==> src/rtl/serial_alu.sv <==
// serial_alu: multi-cycle ALU that processes a WIDTH-bit operation SLICE bits
// per clock, LSB first, through one shared SLICE-bit adder/logic slice.
// The carry is held in a register between slices.
//
// Ports:
//   clk      - system clock, rising edge
//   reset    - synchronous, active-high; aborts any operation in flight
//   start    - request a new operation (sampled only while idle)
//   op       - 0 ADD, 1 SUB, 2 XOR, 3 SLT, 4 AND, 5 NAND, 6 NOR, 7 OR
//   a, b     - operands, captured when start is accepted
//   busy     - high while an operation is in flight
//   done     - one-cycle pulse; result and flags are valid from this cycle on
//   result   - registered result, held until the next done or reset
//   carryout - registered carry out of the MSB (ADD/SUB only)
//   overflow - registered signed overflow (ADD/SUB only)
//   zero     - high when result equals 0
module serial_alu #(
  parameter int WIDTH = 32,
  parameter int SLICE = 1
) (
  input  logic             clk,
  input  logic             reset,
  input  logic             start,
  input  logic [2:0]       op,
  input  logic [WIDTH-1:0] a,
  input  logic [WIDTH-1:0] b,
  output logic             busy,
  output logic             done,
  output logic [WIDTH-1:0] result,
  output logic             carryout,
  output logic             overflow,
  output logic             zero
);

  localparam int N  = WIDTH / SLICE;
  localparam int CW = (N > 1) ? $clog2(N) : 1;

  typedef enum logic [2:0] {
    OP_ADD  = 3'd0,
    OP_SUB  = 3'd1,
    OP_XOR  = 3'd2,
    OP_SLT  = 3'd3,
    OP_AND  = 3'd4,
    OP_NAND = 3'd5,
    OP_NOR  = 3'd6,
    OP_OR   = 3'd7
  } op_t;

  typedef enum logic {
    IDLE,
    RUN
  } state_t;

  state_t state, state_nx;

  // Operand copies shift right by SLICE each compute cycle, so the slice
  // being processed is always in the low bits.
  logic [WIDTH-1:0] a_sh, b_sh, shadow;
  op_t              op_q;
  logic [CW-1:0]    cnt;
  logic             carry;
  logic             last;

  logic [SLICE-1:0] sa, sb, sb_eff, slice_res;
  logic [SLICE:0]   sum;
  logic             is_sub, msb_cin, slt_bit;
  logic [WIDTH-1:0] shadow_nx, final_res;
  logic             fin_cout, fin_ovf;

  assign last = (cnt == CW'(N - 1));
  assign busy = (state == RUN);

  always_ff @(posedge clk) begin
    if (reset) begin
      state <= IDLE;
    end else begin
      state <= state_nx;
    end
  end

  always_comb begin
    state_nx = state;
    case (state)
      IDLE:    if (start) state_nx = RUN;
      RUN:     if (last)  state_nx = IDLE;
      default: state_nx = IDLE;
    endcase
  end

  always_comb begin
    sa        = a_sh[SLICE-1:0];
    sb        = b_sh[SLICE-1:0];
    is_sub    = (op_q == OP_SUB) || (op_q == OP_SLT);
    sb_eff    = is_sub ? ~sb : sb;
    sum       = {1'b0, sa} + {1'b0, sb_eff} + {{SLICE{1'b0}}, carry};
    // Carry into the top bit of this slice; only meaningful on the last slice,
    // where it is the carry into the MSB of the whole word.
    msb_cin   = sa[SLICE-1] ^ sb_eff[SLICE-1] ^ sum[SLICE-1];
    slt_bit   = sum[SLICE-1] ^ (msb_cin ^ sum[SLICE]);

    case (op_q)
      OP_ADD, OP_SUB, OP_SLT: slice_res = sum[SLICE-1:0];
      OP_XOR:                 slice_res = sa ^ sb;
      OP_AND:                 slice_res = sa & sb;
      OP_NAND:                slice_res = ~(sa & sb);
      OP_NOR:                 slice_res = ~(sa | sb);
      OP_OR:                  slice_res = sa | sb;
      default:                slice_res = '0;
    endcase

    // New slice enters at the top; after N shifts slice 0 sits at the bottom.
    shadow_nx = shadow >> SLICE;
    shadow_nx[WIDTH-1 -: SLICE] = slice_res;

    final_res = shadow_nx;
    fin_cout  = 1'b0;
    fin_ovf   = 1'b0;
    if ((op_q == OP_ADD) || (op_q == OP_SUB)) begin
      fin_cout = sum[SLICE];
      fin_ovf  = msb_cin ^ sum[SLICE];
    end else if (op_q == OP_SLT) begin
      final_res = WIDTH'(slt_bit);
    end
  end

  always_ff @(posedge clk) begin
    if (reset) begin
      done     <= 1'b0;
      result   <= '0;
      carryout <= 1'b0;
      overflow <= 1'b0;
      zero     <= 1'b1;
      cnt      <= '0;
      carry    <= 1'b0;
      a_sh     <= '0;
      b_sh     <= '0;
      shadow   <= '0;
      op_q     <= OP_ADD;
    end else begin
      done <= 1'b0;
      case (state)
        IDLE: begin
          if (start) begin
            a_sh  <= a;
            b_sh  <= b;
            op_q  <= op_t'(op);
            cnt   <= '0;
            carry <= (op_t'(op) == OP_SUB) || (op_t'(op) == OP_SLT);
          end
        end
        RUN: begin
          a_sh   <= a_sh >> SLICE;
          b_sh   <= b_sh >> SLICE;
          shadow <= shadow_nx;
          carry  <= sum[SLICE];
          cnt    <= cnt + CW'(1);
          if (last) begin
            result   <= final_res;
            carryout <= fin_cout;
            overflow <= fin_ovf;
            zero     <= (final_res == '0);
            done     <= 1'b1;
          end
        end
        default: ;
      endcase
    end
  end

endmodule

==> config.mk <==
export PLATFORM = sky130hd
export DESIGN_NAME = serial_alu
export DESIGN_NICKNAME = d
export VERILOG_FILES = /design/src/rtl/serial_alu.sv
export SDC_FILE = /design/constraint.sdc
export NUM_CORES = 1
export LEC_CHECK = 0
export BUFFER_PORTS_ARGS = -buffer_cell sky130_fd_sc_hd__buf_2
export CAP_MARGIN = 20
export CORE_ASPECT_RATIO = 0.5
export CORE_MARGIN = 1.5
export CORE_UTILIZATION = 40
export DETAILED_ROUTE_END_ITERATION = 16
export PLACE_DENSITY = 0.7
export SETUP_SLACK_MARGIN = 0.3
export SKIP_LAST_GASP = 1
export SLEW_MARGIN = 20
export SYNTH_ARGS = -nofsm -noshare
export SYNTH_HDL_FRONTEND = slang
export SYNTH_SLANG_ARGS = --single-unit
==> constraint.sdc <==
create_clock -name clk -period 5.6 [get_ports clk]
set_input_delay 0 -clock clk [delete_from_list [all_inputs] [get_ports clk]]
set_output_delay 0 -clock clk [all_outputs]
set_load 0.02 [all_outputs]
Word level (Yosys, flattened, before mapping)
Cells that the tools add are included.
W data, S select, Z words.

storage, ports and cells
  input bits = 70
  logic and storage cells = 64
  output and inout port bits = 37
  register bits after elaboration = 142

cells by class
  bitwise gates (word level) = 11
  muxes and demuxes = 18
  add/sub/neg operators = 3
  reduce and logical (&&, ||, !) cells = 9
  eq/ne operators = 11

operators by type and width
  kind                   number
  $mux W32               4
  $pmux W32 S2           2
  $logic_not A32 Y1      1
  $eq A3 B3 Y1 const B   4
  $pmux W5 S2            1
  $eq A3 B2 Y1 const B   3
  $mux W1                7
  $eq A3 B1 Y1 const B   2
  $pmux W1 S6            1
  $add A5 B1 Y5 const B  1
  $eq A5 B5 Y1 const B   1
  $mux W5                1
  $xor A1 B1 Y1          5
  $not A1 Y1             4
  $pmux W1 S2            2
  $reduce_and A2 Y1      2
  $logic_not A3 Y1       1
  $logic_or A1 B1 Y1     3
  $reduce_or A3 Y1       1
  $add A1 B1 Y2          1
  $add A2 B1 Y2          1
  $ne A2 B2 Y1 const B   1
  $reduce_or A2 Y1       1
  $and A1 B1 Y1          1
  $or A1 B1 Y1           1

Logic depth before layout (Yosys ltp)
Gate-level depths: netlist of run 1.

  word-level depth = 11
  mapped depth = 8
  depth with buffers taken out = 8

Least setup slack after synthesis of run 1
No wires, ideal clock.

  path type = register to register
  start = register op_q[2]
  end = register zero
  buffers on the path = 0
  slack = 3817 ps
  data required time = 5477 ps
  period minus slack after synthesis = 1783 ps
  arrival time = 1660 ps
  cell stages (with the launch flop) = 9
  library setup time = 123 ps
  cell sequence = dfxtp_1 -> inv_1 -> nand2_1 -> xnor2_1 -> fa_1 -> inv_1 -> o21ai_0 -> a211oi_1 -> a221o_2

on the way
  longest elaborated chain between the ends = 11
  elaborated cells between the ends (all ways) = 22
  those cells by class = add/sub: 2; eq/ne: 7; mux: 4; bitwise: 4; reduce/logical: 5

ends and longest elaborated chain
  what                                                 line  text
  from (decl)                                          59    op_t op_q;
  from (signal assigned)                               146   op_q <= op_t'(op);
  $eq A3 B1 Y1 / $eq A3 B2 Y1 (equally long branches)  n/a
  $logic_or A1 B1 Y1                                   93    is_sub = (op_q == OP_SUB) || (op_q == OP_SLT);
  $mux W1                                              94    sb_eff = is_sub ? ~sb : sb;
  $add A1 B1 Y2                                        95    sum = {1'b0, sa} + {1'b0, sb_eff} + {{SLICE{1'b0}}, carry};
  $add A2 B1 Y2                                        95
  $xor A1 B1 Y1                                        98    msb_cin = sa[SLICE-1] ^ sb_eff[SLICE-1] ^ sum[SLICE-1];
  $xor A1 B1 Y1 (2 in a row)                           99    slt_bit = sum[SLICE-1] ^ (msb_cin ^ sum[SLICE]);
  $mux W32                                             121   end else if (op_q == OP_SLT) begin
  $mux W32 (*)                                         118   if ((op_q == OP_ADD) || (op_q == OP_SUB)) begin
  $logic_not A32 Y1 (*)                                161   zero <= (final_res == '0);
  to (signal assigned)                                 161
  to (decl)                                            32    output logic zero

Mark *: on every way between the ends. The rest lies on a longest branch, timed or not.
A chain may end at the register's enable or synchronous reset.

Worst setup path after layout of run 1
  start = register state (netlist: busy)
  end = register a_sh[0]

on the way
  longest elaborated chain between the ends = 2
  elaborated cells between the ends (all ways) = 3
  those cells by class = eq/ne: 1; mux: 1; bitwise: 1

ends and longest elaborated chain
  what                                                 line  text
  from (decl)                                          54    state_t state, state_nx;
  from (signal assigned)                               77    state <= state_nx;
  $not A1 Y1                                           141   case (state)
  $pmux W32 S2 / $ne A2 B2 Y1 (equally long branches)  n/a
  to (signal assigned)                                 152   a_sh <= a_sh >> SLICE;
  to (decl)                                            58    logic [WIDTH-1:0] a_sh, b_sh, shadow;

Several ways; a longest one is shown, not always the timed one.

==> summary.md, run 1 <==
| Metric | Value |
|---|---|
| Status | finished clean |
| Crit path DAT | 3.10 ns |
| Antenna cells | 0 |
| Initial antenna violation count | 0 |
| Worst r2r src | busy$_SDFF_PP0_ |
| Routability cong. | 0.754 |
| Critical path, cell by cell | buf_4, nor2_1, a21oi_1, nor2_1, dlygate4sd3_1 |
| Cells on worst reg2reg path | 5 |
| DIE WIDTH | 173 um |
| Synth top area share | 49.0% |
| Largest family of logic cells by synthesized area | multiplexers |
| Cts repair resizes | 0 |
| Critical path class | flop to flop |
| Core ar. | 13800 um^2 |
| Adder-Cell Fraction of Synth Area | 1.78% |
| First-pass iteration count of the detailed router | 4 |
| Flop pwr share | 43.2% |
| Port Buf Inserts | 106 |
| Placed instance count | 878 |
| Max_cap viols | 0 |
| Yosys top cell by area | dfxtp_1 |
| Sw Share | 24.1% |
| Mux contribution to synthesized area | 17.0% |
| FP Rows | 30 |
| Most common cell on crit path | nor2_1 |
| Cell Area, Synth | 5760 um^2 |
| # nets final | 851 |
| GRT Residual Overflow | 0 |
| Die area | 15200 um^2 |
| Die Height | 87.9 um |
| Clock share of power | 47.8% |
| GRT Util Overall | 17.2% |
| Largest stage delay on the critical path | 0.91 ns |
| Top post-synthesis cells by area | dfxtp_1 49%, mux2i_1 17%, nor2_1 11% |
| Yosys cell types | 38 |
| Switching power | 0.000594 W |
| XOR/XNOR Fraction of Synth Area | 0.912% |
| Top Family by Delay on Critical Path | buffers and inverters |
| Clock Latency Late Sink | 0.42 ns |
| Pin count of the biggest net entering global routing | 111 |
| Finished Layout Cells | 979 |
| Gate power share | 8.9% |
| Syn Nets | 699 |
| CP max FO | 110 |
| Register area | 2830 um^2 |
| Hold Path Depth | 5 |
| Via/cell ratio | 4.84 |
| #FFs+latches synth | 141 |
| Worst Setup End Kind | flop |
| H-Tree Depth | 4 |
| Initial core utilization | 41.7% |
| Clock Skews | 0.0151 ns |
| Drt drc | 0 |
| CP Launch Type | flop |
| Ports | 107 |
| Drt wl/cell | 13.1 um |
| Setup TNS | 0 ns |
| CTS Buffer Depth | 2 |
| DP HPWL | 7740 um |
| Tcrit/Tclk final | 50.1% |
| WL final | 12800 um |
| Post-synthesis average cell area | 9.27 um^2 |
| Fin crit period | 2.80 ns |
| Clock root buffer | clkbuf_16 |
| Clock sink count | 141 |
| Fin. Hold Viols | 0 |
| Final setup fails | 0 |
| Number of DRC markers in iteration 0 | 196 |
| CTS tree | done |
| Cell Pwr Density | 322 nW/um^2 |
| Worst Hold Class | primary input to flop |
| Worst-path cell with the longest stage delay | dfxtp_4 |
| Hold EP | b_sh[15]$_SDFFE_PP0P_ |
| Multi-input gate area | 2690 um^2 |
| Reg clk slew, reported paths | 0.06 ns |
| Final design utilization | 55.5% |
| Slew headroom | 33.9% |
| Vias | 4742 |
| Fillers | 1269 |
| Peak Freq | 357 MHz |
| Finished Cell Area | 7670 um^2 |
| Post-Synth Simple-Gate Area | 14.6% |
| Area grow syn2layout | 33.1% |
| Leakage | 3.43 nW |
| P_int | 0.00188 W |
| Mapped Cells | 622 |
| Antenna viol nets, final | 0 |
| Register area share after synthesis | 49.0% |
| Setup repair bufs after CTS | 0 |
| Layout cells sized above 1 | 18.8% |
| RSZ-0062 raised after global routing | no |
| Reg2reg setup slack | 2.80 ns |
| First-pass GRT wire length | 21000 um |
| VDD IR max | 0.176 mV |
| Cts bufs inserted | 17 |
| Area after DPL | 6360 um^2 |
| Worst slew pin tran | 0.991 ns |
| Max-slew violation count | 0 |
| Worst Min Path Start | start |
| Complex-gate fraction of the synthesized area | 12.3% |
| Number of global-route vias before repair | 4390 |
| Critical R2R Capture | a_sh[0]$_SDFFE_PP0P_ |
| CP Buf/Inv Count | 2 |
| Synth Warn # | 0 |
| CP required | 5.90 ns |
## per-stage QoR
step	hold WS [ns]	worst slack, ns	power [W]
2_1_floorplan	0.147	3.82	0.00122
5_1_grt	0.231	2.52	0.00257
3_5_place_dp	0.255	3.08	0.00127
4_1_cts	0.191	2.79	0.00249
3_3_place_gp	0.246	3.19	0.00127
6_report	0.197	2.80	0.00247
## routing by layer
layer  wire (um)  track usage [%]  share of wire (%)  up-vias
li1            -                -                  -     2445
met1        6070             21.2                 47     2200
met2        6200             29.6                 48       82
met3         395             3.86                3.1       15
met4         153             7.27                1.2        0
met5           0                0                  0        -
## how the worst max path moves through the flow
stage	to	startpoint	cells past startpoint	slack, ns
2_1_floorplan	zero$_SDFFE_PP1P_	op_q[2]$_SDFFE_PP0P_	8	3.82
6_report	a_sh[0]$_SDFFE_PP0P_	busy$_SDFF_PP0_	5	2.80
3_5_place_dp	op_q[0]$_SDFFE_PP0P_	busy$_SDFF_PP0_	4	3.08
4_1_cts	a_sh[0]$_SDFFE_PP0P_	busy$_SDFF_PP0_	5	2.79
3_3_place_gp	op_q[1]$_SDFFE_PP0P_	busy$_SDFF_PP0_	4	3.19
5_1_grt	a_sh[0]$_SDFFE_PP0P_	busy$_SDFF_PP0_	5	2.52
## logic make-up (layout without fill, tap and decap cells)
logic type,after synthesis,after routing
AO/OA/AOI/OAI,114,114
adder cells (fa/ha/maj),7,7
multiplexers,98,98
flip-flops,141,141
buffers and inverters,54,219
XOR/XNOR,6,6
AND/OR/NAND/NOR,202,202
## power by group through the flow
stage	Sequential (W)	Combinational, W	Clock, W
2_1_floorplan	0.00107	0.000151	0
3_3_place_gp	0.00109	0.000178	0
3_5_place_dp	0.00109	0.000182	0
4_1_cts	0.00107	0.000220	0.00120
5_1_grt	0.00107	0.000246	0.00125
6_report	0.00107	0.000221	0.00118
## what timing repair did
action / in CTS / in global routing
hold buffers: 69 / 0
hold endpoints to repair: 72 / 0
endpoints found under the setup margin: 0 / 0
## synth_stat cells (all sizes together)
library cell,count
o211ai,1
nor3,5
a22o,29
dfxtp,141
o21ai,3
buf,20
nor4,7
a21oi,73
mux2i,98
a222oi,1
fa,2
o2111ai,1
and3,1
nand3,1
nor3b,4
dlymetal6s2s,1
xnor2,5
xor2,1
nand4,2
o21a,1
nand3b,3
a221o,1
nor2b,2
nor2,168
inv,7
nand2,6
nand2b,1
clkbuf,26
and3b,1
nand4b,1
a211oi,2
a22oi,2
ha,5
## registers in the layout (all words and copies together), names as in the netlist
register,flops
a_sh,32
b_sh,32
busy,1
carry,1
carryout,1
cnt,5
done,1
op_q,3
overflow,1
result,32
shadow,31
zero,1
## cell type report
cell class / instances / share of cell area (%)
repair buffers: 180 / 16.5
flip-flops and latches: 141 / 36.8
well taps: 192 / 3.13
inverters: 7 / 0.343
clock buffers: 19 / 5.77
multi-input cells: 427 / 35.1
clock inverters: 13 / 2.33
## worst reg2reg max path, delay by kind of cell, from the launching register on
kind                   cells  cell delay (ns)
AND/OR/NAND/NOR            2             0.17
AO/OA/AOI/OAI              1             0.15
flip-flops                 1             0.91
buffers and inverters      2             1.46
## cell usage in the layout, fill, tap and decap left out, types with 7 or more instances in the layout
| master | synthesis | final |
|---|---|---|
| a22o_1 | 29 | 29 |
| nor4_1 | 7 | 7 |
| mux2i_1 | 98 | 98 |
| buf_2 | 18 | 104 |
| inv_1 | 7 | 7 |
| dlygate4sd3_1 | 0 | 69 |
| buf_4 | 0 | 7 |
| nor2_1 | 168 | 168 |
| a21oi_1 | 73 | 72 |
| clkbuf_16 | 0 | 17 |
| dfxtp_1 | 141 | 140 |
Note: power is estimated with default switching activity, not from simulation.
==> run 2: changes to the inputs <==
--- a/config.mk
+++ b/config.mk
@@ -5,13 +5,14 @@
 export SDC_FILE = /design/constraint.sdc
 export NUM_CORES = 1
 export LEC_CHECK = 0
+export ABC_AREA = 1
 export BUFFER_PORTS_ARGS = -buffer_cell sky130_fd_sc_hd__buf_2
 export CAP_MARGIN = 20
 export CORE_ASPECT_RATIO = 0.5
 export CORE_MARGIN = 1.5
 export CORE_UTILIZATION = 40
 export DETAILED_ROUTE_END_ITERATION = 16
-export PLACE_DENSITY = 0.7
+export PLACE_DENSITY = 0.72
 export SETUP_SLACK_MARGIN = 0.3
 export SKIP_LAST_GASP = 1
 export SLEW_MARGIN = 20
==> constraint.sdc (replaced) <==
create_clock -name clk -period 2.5 [get_ports clk]
set_input_delay 0 -clock clk [delete_from_list [all_inputs] [get_ports clk]]
set_output_delay 0 -clock clk [all_outputs]
set_load 0.02 [all_outputs]
==> summary.md, run 2 <==
| Metric | Value |
|---|---|
| Status | finished clean |
| Fillers | 1362 (+7.3%) |
| Leakage | 4.05 nW (+18%) |
| Die Height | 89.6 um (+2.0%) |
| Port Buf Inserts | 106 (unchanged) |
| Multi-input gate area | 2570 um^2 (-4.4%) |
| Reg clk slew, reported paths | 0.06 ns (about the same) |
| Worst-path cell with the longest stage delay | fa_1 |
| FP Rows | 31 (+3.3%) |
| Ports | 107 (unchanged) |
| Via/cell ratio | 4.80 (-0.80%) |
| CP Buf/Inv Count | 2 (unchanged) |
| Routability cong. | 0.821 (+9.0%) |
| First-pass iteration count of the detailed router | 5 (+1) |
| CP Launch Type | flop |
| Worst r2r src | op_q[2]$_SDFFE_PP0P_ |
| Drt drc | 0 (unchanged) |
| CP required | 2.80 ns (-3.10 ns) |
| Max-slew violation count | 0 (unchanged) |
| Setup TNS | 0 ns (unchanged) |
| Fin. Hold Viols | 0 (unchanged) |
| DP HPWL | 8740 um (+13%) |
| Top post-synthesis cells by area | dfxtp_1 47%, nand2_1 17%, nand3_1 7.9% |
| Worst Setup End Kind | flop |
| Cell Area, Synth | 6000 um^2 (+4.1%) |
| Post-synth ARST share | 0% (unchanged) |
| Top Family by Delay on Critical Path | simple AND/OR/NAND/NOR gates |
| Peak Freq | 518 MHz (+45%) |
| Drt wl/cell | 12.3 um (-6.0%) |
| Clock Skews | 0.00965 ns (-0.00540 ns) |
| Initial core utilization | 41.2% (-0.47 points) |
| Worst slew pin tran | 0.607 ns (-0.384 ns) |
| Tcrit/Tclk final | 77.2% (+27 points) |
| Largest stage delay on the critical path | 0.50 ns (-0.41 ns) |
| Commonest non-fill, non-tap cell in the layout | nand2_1 |
| Slew headroom | 59.5% (+26 points) |
| Syn Nets | 918 (+31%) |
| Cell Pwr Density | 721 nW/um^2 (+120%) |
| Top FF cell, synth | dfxtp_1 |
| GRT Util Overall | 19.2% (+2.0 points) |
| #FFs+latches synth | 141 (unchanged) |
| Clock Latency Late Sink | 0.41 ns (about the same) |
| # nets final | 1071 (+26%) |
| DIE WIDTH | 176 um (+2.0%) |
| RSZ-0062 raised after global routing | no |
| CTS Buffer Depth | 2 (unchanged) |
| Antenna viol nets, final | 0 (unchanged) |
| Area grow syn2layout | 33.1% (about the same) |
| Mapped Cells | 841 (+35%) |
| Critical path origin | op_q[2]$_SDFFE_PP0P_ |
| Die area | 15800 um^2 (+4.0%) |
| Setup repair bufs after CTS | 0 (unchanged) |
| Post-synthesis average cell area | 7.13 um^2 (-23%) |
| Critical path class | flop to flop |
| Most frequent cell after synthesis | nand2_1 |
| WHS | 0.0573 ns (-0.140 ns) |
| Number of global-route vias before repair | 5408 (+23%) |
| First-pass GRT wire length | 24400 um (+17%) |
| Most common cell on crit path | nand2_1 |
| Max_cap viols | 0 (unchanged) |
| Clock sink count | 141 (unchanged) |
| WL final | 14800 um (+16%) |
| Synth top area share | 47.0% (-1.9 points) |
| Core ar. | 14500 um^2 (+5.3%) |
| Register area | 2820 um^2 (about the same) |
| Post-synth EDFFs | 0 (unchanged) |
| Most frequent cells in the layout | 271 x nand2_1, 140 x dfxtp_1, 106 x buf_2 |
| Worst Hold Class | primary input to flop |
| Pin count of the biggest net entering global routing | 67 (-40%) |
| Vias | 5785 (+22%) |
| CTS tree | done |
| Final setup fails | 0 (unchanged) |
| Cts bufs inserted | 17 (unchanged) |
| Yosys cell types | 31 (-18%) |
| Clock root buffer | clkbuf_16 |
| CP max FO | 4 (-96%) |
| Fin crit period | 1.93 ns (-0.875 ns) |
| Number of DRC markers in iteration 0 | 383 (+95%) |
| H-Tree Depth | 4 (unchanged) |
| Register area share after synthesis | 47.0% (-1.9 points) |
| GRT Residual Overflow | 0 (unchanged) |
| Hold-fix buffers, CTS | 70 (+1.4%) |
| Post-synth top cells | 271 x nand2_1, 141 x dfxtp_1, 95 x nand3_1 |
| Cts repair resizes | 0 (unchanged) |
| Initial antenna violation count | 0 (unchanged) |
| Yosys top cell by area | dfxtp_1 |
| Crit path DAT | 2.23 ns (-0.87 ns) |
| Antenna cells | 0 (unchanged) |
| Worst Min Path Start | reset |
| Largest registers | a_sh (32), b_sh (32), result (32) |
| VDD IR max | 0.508 mV (+190%) |
| Synth Warn # | 0 (unchanged) |
| Critical path, cell by cell | inv_2, nand2_1, xor2_1, inv_1, fa_1, o21ai_0, nand3_1, nand2_1, nor2_1, nor2_1, nand2_1, nand2_1 |
| Layout cells sized above 1 | 16.0% (-2.8 points) |
-- run 2: report_power, final --
group	total, W	switching [W]	internal [W]
sequential	0.00243	0.0000743	0.00236
clock	0.00275	0.000975	0.00177
combinational	0.000587	0.000329	0.000258
total	0.00576	0.00138	0.00438
-- run 2: area by class of cell --
cell class              count  area share [%]
multi-input cells         555            32.2
clock inverters            14            2.73
well taps                 198            3.10
inverters                  93            4.42
clock buffers              17            5.33
repair buffers            186            16.8
flip-flops and latches    141            35.4
-- run 2: logic make-up (layout without fill, tap and decap cells) --
family | Yosys count | count (layout) | share of synthesized area (%)
adders and majority gates | 7 | 7 | 1.71
xor gates and xnor gates | 3 | 3 | 0.438
buffers and inverters | 145 | 310 | 10.0
AOI/OAI and AO/OA | 104 | 104 | 10.7
DFF | 141 | 141 | 47.0
and+or+nand+nor | 441 | 441 | 30.1
-- run 2: per-layer routing --
layer  up-vias  part of all wire, %  GRT usage (%)
li1       2970                    -              -
met1      2686                   48           23.6
met2       115                   47           34.0
met3        14                  4.0           4.29
met4         0                 0.84           6.68
met5         -                    0              0
-- run 2: metrics by stage --
| step | utilization (%) | power, W | worst slack, ns | cells | area [um^2] |
|---|---|---|---|---|---|
| floorplan | - | 0.00282 | 0.757 | 841 | 6000 |
| global placement | 45.7 | 0.00296 | 0.656 | 1103 | 6640 |
| detailed placement | 45.7 | 0.00297 | 0.596 | 1103 | 6640 |
| CTS | 54.9 | 0.00580 | 0.570 | 1204 | 7990 |
| global route | 54.9 | 0.00599 | 0.409 | 1204 | 7990 |
| finish | 54.9 | 0.00576 | 0.571 | 1204 | 7990 |
-- run 2: tightest hold or removal path, stage by stage --
cell and delay (ns):
buf_2 0.13, buf_4 0.23, a21oi_1 0.06
-- run 2: final timing paths --
kind / end / slack [ns] / cells past startpoint
setup / recovery: zero$_SDFFE_PP1P_ / 0.57 / 12
hold / removal: b_sh[31]$_SDFFE_PP0P_ / 0.06 / 3
setup reg to reg: zero$_SDFFE_PP1P_ / 0.57 / 12
hold reg to reg: overflow$_SDFFE_PP0P_ / 0.47 / 2
